==> src/rtl/reg_arbiter.sv <==
// Two-requester round-robin arbiter guarding a shared WIDTH-bit register.
// Each write takes three edges: grant, load/ack, return to idle.
module reg_arbiter #(
  parameter int WIDTH = 8
) (
  input  logic             CLK,
  input  logic             res,
  input  logic             req0,
  input  logic             req1,
  input  logic [WIDTH-1:0] d0,
  input  logic [WIDTH-1:0] d1,
  output logic             gnt0,
  output logic             gnt1,
  output logic             ack0,
  output logic             ack1,
  output logic [WIDTH-1:0] Q,
  output logic             busy
);

  typedef enum logic [1:0] {
    IDLE  = 2'd0,
    GRANT = 2'd1,
    ACK   = 2'd2
  } state_t;

  state_t           state_r;
  state_t           state_s;
  logic             sel_r;   // requester currently being served
  logic             sel_s;
  logic             last_r;  // requester served most recently
  logic             last_s;
  logic [WIDTH-1:0] q_s;
  logic             gnt0_s;
  logic             gnt1_s;
  logic             ack0_s;
  logic             ack1_s;
  logic             busy_s;
  logic             granted_req_s;

  // Next-state, next-data and next-output decode
  always_comb begin
    state_s       = state_r;
    sel_s         = sel_r;
    last_s        = last_r;
    q_s           = Q;
    granted_req_s = 1'b0;

    case (state_r)
      IDLE: begin
        // On a tie the requester not served last wins
        if (req0 && req1) begin
          state_s = GRANT;
          sel_s   = ~last_r;
        end else if (req0) begin
          state_s = GRANT;
          sel_s   = 1'b0;
        end else if (req1) begin
          state_s = GRANT;
          sel_s   = 1'b1;
        end else begin
          state_s = IDLE;
        end
      end
      GRANT: begin
        granted_req_s = sel_r ? req1 : req0;
        if (granted_req_s) begin
          q_s     = sel_r ? d1 : d0;
          state_s = ACK;
        end else begin
          // Requester withdrew: drop the write and leave the pointer alone
          state_s = IDLE;
        end
      end
      ACK: begin
        last_s  = sel_r;
        state_s = IDLE;
      end
      default: begin
        state_s = IDLE;
      end
    endcase

    gnt0_s = (state_s == GRANT) && (sel_s == 1'b0);
    gnt1_s = (state_s == GRANT) && (sel_s == 1'b1);
    ack0_s = (state_s == ACK)   && (sel_s == 1'b0);
    ack1_s = (state_s == ACK)   && (sel_s == 1'b1);
    busy_s = (state_s != IDLE);
  end

  // State, pointer, shared register and registered outputs
  always_ff @(posedge CLK or posedge res) begin
    if (res) begin
      state_r <= IDLE;
      sel_r   <= 1'b0;
      last_r  <= 1'b1;
      Q       <= {WIDTH{1'b0}};
      gnt0    <= 1'b0;
      gnt1    <= 1'b0;
      ack0    <= 1'b0;
      ack1    <= 1'b0;
      busy    <= 1'b0;
    end else begin
      state_r <= state_s;
      sel_r   <= sel_s;
      last_r  <= last_s;
      Q       <= q_s;
      gnt0    <= gnt0_s;
      gnt1    <= gnt1_s;
      ack0    <= ack0_s;
      ack1    <= ack1_s;
      busy    <= busy_s;
    end
  end

endmodule

==> config.mk <==
export PLATFORM = sky130hd
export DESIGN_NAME = reg_arbiter
export DESIGN_NICKNAME = d
export VERILOG_FILES = /design/src/rtl/reg_arbiter.sv
export SDC_FILE = /design/constraint.sdc
export NUM_CORES = 1
export LEC_CHECK = 0
export ABC_AREA = 1
export BUFFER_PORTS_ARGS = -buffer_cell sky130_fd_sc_hd__buf_4
export CAP_MARGIN = 20
export CORE_ASPECT_RATIO = 0.6
export CORE_MARGIN = 3
export CORE_UTILIZATION = 35
export CTS_CLUSTER_SIZE = 12
export DETAILED_ROUTE_END_ITERATION = 12
export GPL_TIMING_DRIVEN = 0
export SLEW_MARGIN = 20
export SYNTH_ARGS = -nofsm -noshare
export SYNTH_HDL_FRONTEND = slang
export SYNTH_SLANG_ARGS = --single-unit
==> constraint.sdc <==
create_clock -name CLK -period 1.1 [get_ports CLK]
set_input_delay 0.11 -clock CLK [delete_from_list [all_inputs] [get_ports CLK]]
set_output_delay 0.11 -clock CLK [all_outputs]
set_load 0.01 [all_outputs]
==> reports/metrics.yaml <==
outcome: "finished clean"
ys_ff_latch: 17
synth_top_family_by_area: "simple AND/OR/NAND/NOR gates"
cts-htree-levels: 1
tritoncts: "yes"
detailroute.via_count: 721
io-pin-count: 33
worstPathBufferInverterCount: 1
cp-end-kind: "register"
layout-drive-gt1-share_pct: 38.41
timing.critical_path.cells: "inv_2 -> nor2_8 -> nand2_4 -> nand2_1 -> nand2_1"
placed_cells_incl_taps: 158
rsz_0062_raised_after_global_routing: "true"
remaining_drc_errors: 0
final.setup_skew_ns: 0.002077
finalWeightedCongestion: 0.7495
cp_data_required_time_ns: 1.24
num_antenna_cells: 0
critical_path_class: "reg2reg"
vdd_ir_drop_max_mv: 1.153
overflow: 0
routed_wire_length_mm: 1.885
timing.final.crit_share_pct: 94.82
timing.rr.end: "Q[2]$_DFFE_PP0P_"
postSynthAreaPerCell_um2: 8.388
whs_ns: 0.1345
cp-startpoint: "state_r[0]$_DFF_PP0_"
synth_fa_ha_area_share_pct: 0
number_of_antenna_violations_at_the_first_check_in_global_routing: 0
p_int_w: 0.001944
timing.hold.worst_path_depth: 3
worst-slew-pin-transition_ns: 0.6356
p_sw_w: 0.001278
post_synthesis_share_of_cell_area_spent_on_xor_and_xnor_gates_pct: 0
syn_to_final_growth_pct: 45.51
cts_inserted_buffers: 3
max-clock-path-buffers: 2
cp.arrival_ns: 1.18
critical-path-slowest-cell: "sky130_fd_sc_hd__dfrtp_1"
p_per_area_nw_per_um2: 2694
grt_max_degree: 18
finalSetupViolCount: 0
hold_path_startpoint: "req0"
detail_route.vias_per_cell: 4.343
clk_pin_slew_worst_paths_ns: 0.06
drt_pass1_iterations: 4
yosys_warnings: 0
via_count_of_the_first_global_routing_pass: 677
synth-compound-area-share_pct: 1.674
clock_latency_reported_for_the_late_side_of_the_worst_skew_pair_ns: 0.25
wl_per_cell_um: 11.36
std_cell_rows: 12
synth_fp_nets: 118
worstRegToRegCells: 5
place.port_buffers: 32
core_area_um2: 2027
initial_cell_density_of_the_core_pct: 40.56
synthMuxAreaShare_pct: 0
floorplan.die.width_um: 68.57
grt_first_pass_wirelength_mm: 3.084
design.die.area_um2: 2985
critical_path.most_common_cell: "sky130_fd_sc_hd__nand2_1"
power_frac_clock_pct: 14.1
synth_sequential_area_ratio_pct: 51.90
leakage_power_nw: 0.7074
fill_cells: 189
clockRootBuffer: "sky130_fd_sc_hd__clkbuf_8"
layout_common_cells: "sky130_fd_sc_hd__nand2_1, sky130_fd_sc_hd__buf_4, sky130_fd_sc_hd__dfrtp_1"
timing.reg2reg.setup_slack_ns: 0.06
most_frequent_standard_cell_in_the_layout_excluding_fill_and_tap_cells: "sky130_fd_sc_hd__nand2_1"
startpoint_type: "register"
syn_area_um2: 822.0
grt.total_usage_pct: 13.92
fin_util_pct: 59.01
combPwrFrac_pct: 52.1
fmax_mhz: 958.7
min_period_ns: 1.043
finalNonFillerCells: 166
post_synth_and_or_nand_nor_area_fraction_pct: 37.60
hold-path-endpoint: "state_r[0]$_DFF_PP0_"
critPathTopFamily: "flip-flops"
slowest_delay_ns: 0.44
power.sequential.fraction_pct: 33.8
clock_sinks: 17
cp_max_fo: 10
drv.max_cap_violation_count: 0
nNetsFinal: 159
final_max_slew_viol_count: 0
ant_nets: 0
relSlewSlack_pct: 57.58
die_height_um: 43.54
synthCells: 98
post_synth_num_cell_types: 16
final-hold-violation-count: 0
dp.final_hpwl_mm: 1.435
switching_share_pct: 39.67
reg2reg_from: "state_r[0]$_DFF_PP0_"
drt_iter0_markers: 31
holdCritPathClass: "in2reg"
[Yosys cell counts (all sizes together)]
| cell | number | area, µm² |
|---|---|---|
| dfrtp | 16 | 400.4 |
| nor2 | 3 | 32.53 |
| o21ai | 2 | 13.76 |
| buf | 3 | 31.27 |
| inv | 11 | 41.29 |
| nand3 | 9 | 50.05 |
| nand4 | 2 | 12.51 |
| nand2 | 51 | 214.0 |
| dfstp | 1 | 26.28 |
[area by class of cell]
| type | instances | area [µm²] | area share (%) |
|---|---|---|---|
| Multi-Input combinational cell | 67 | 327.8 | 27.41 |
| Tap cell | 28 | 35.03 | 2.929 |
| Clock inverter | 1 | 5.005 | 0.4184 |
| Timing Repair Buffer | 36 | 285.3 | 23.85 |
| Clock buffer | 3 | 41.29 | 3.452 |
| Sequential cell | 17 | 426.7 | 35.67 |
| Buffer | 3 | 33.78 | 2.824 |
| Inverter | 11 | 41.29 | 3.452 |
[cell families after synthesis]
family,after synthesis
compound gates,2
simple gates,65
flops,17
buf+inv,14
[power by group through the flow]
stage               registers, W  clock network, W  logic, W
CTS                      0.00108          0.000472   0.00153
floorplan                0.00116                 0  0.000875
finish                   0.00109          0.000455   0.00168
global placement         0.00108                 0   0.00151
detailed placement       0.00109                 0   0.00153
global route             0.00112          0.000501   0.00188
[sequential cells by signal, summed over array words and instances (netlist names)]
| name | count |
|---|---|
| last_r | 1 |
| sel_r | 1 |
| gnt1 | 1 |
| busy | 1 |
| ack0 | 1 |
| state_r | 2 |
| gnt0 | 1 |
| ack1 | 1 |
| Q | 8 |
[metal layers]
| layer | global-route usage [%] | up-vias | wire [µm] |
|---|---|---|---|
| met5 | 0 | - | 0 |
| met4 | 1.186 | 0 | 0 |
| met3 | 5.959 | 0 | 158 |
| met2 | 22.20 | 26 | 892 |
| met1 | 18.23 | 317 | 834 |
| li1 | - | 378 | - |
[stage by stage]
stage | power, W | TNS, ns | area, µm² | setup slack (ns)
6_report | 0.003222 | 0 | 1196 | 0.05696
3_5_place_dp | 0.002615 | 0 | 1097 | 0.03208
2_1_floorplan | 0.002036 | 0 | 822.0 | 0.1304
3_3_place_gp | 0.002588 | 0 | 1097 | 0.03275
5_1_grt | 0.003505 | -0.01786 | 1196 | -0.01126
4_1_cts | 0.003084 | 0 | 1154 | 0.01880
[timing repair]
| action | 4_1_cts | 5_1_grt |
|---|---|---|
| hold buffers | 1 | 0 |
| setup endpoints to repair | 0 | 10 |
| setup buffers | 0 | 3 |
| gates resized for setup | 0 | 3 |
| endpoints found under the hold margin | 16 | 0 |
[worst max-delay path by stage]
stage	slack, ns	end	depth (start not counted)
2_1_floorplan	0.13	sel_r$_DFF_PP0_	4
3_3_place_gp	0.03	sel_r$_DFF_PP0_	4
3_5_place_dp	0.03	sel_r$_DFF_PP0_	4
4_1_cts	0.02	sel_r$_DFF_PP0_	4
5_1_grt	-0.01	Q[5]$_DFFE_PP0P_	5
6_report	0.06	Q[2]$_DFFE_PP0P_	5
[worst register-to-register path: stages, from the launching register on]
cell and delay (ns):
sky130_fd_sc_hd__dfrtp_1 0.44, sky130_fd_sc_hd__inv_2 0.10, sky130_fd_sc_hd__nor2_8 0.14, sky130_fd_sc_hd__nand2_4 0.12, sky130_fd_sc_hd__nand2_1 0.08, sky130_fd_sc_hd__nand2_1 0.05
No activity file was read; power rests on OpenSTA's default activity.
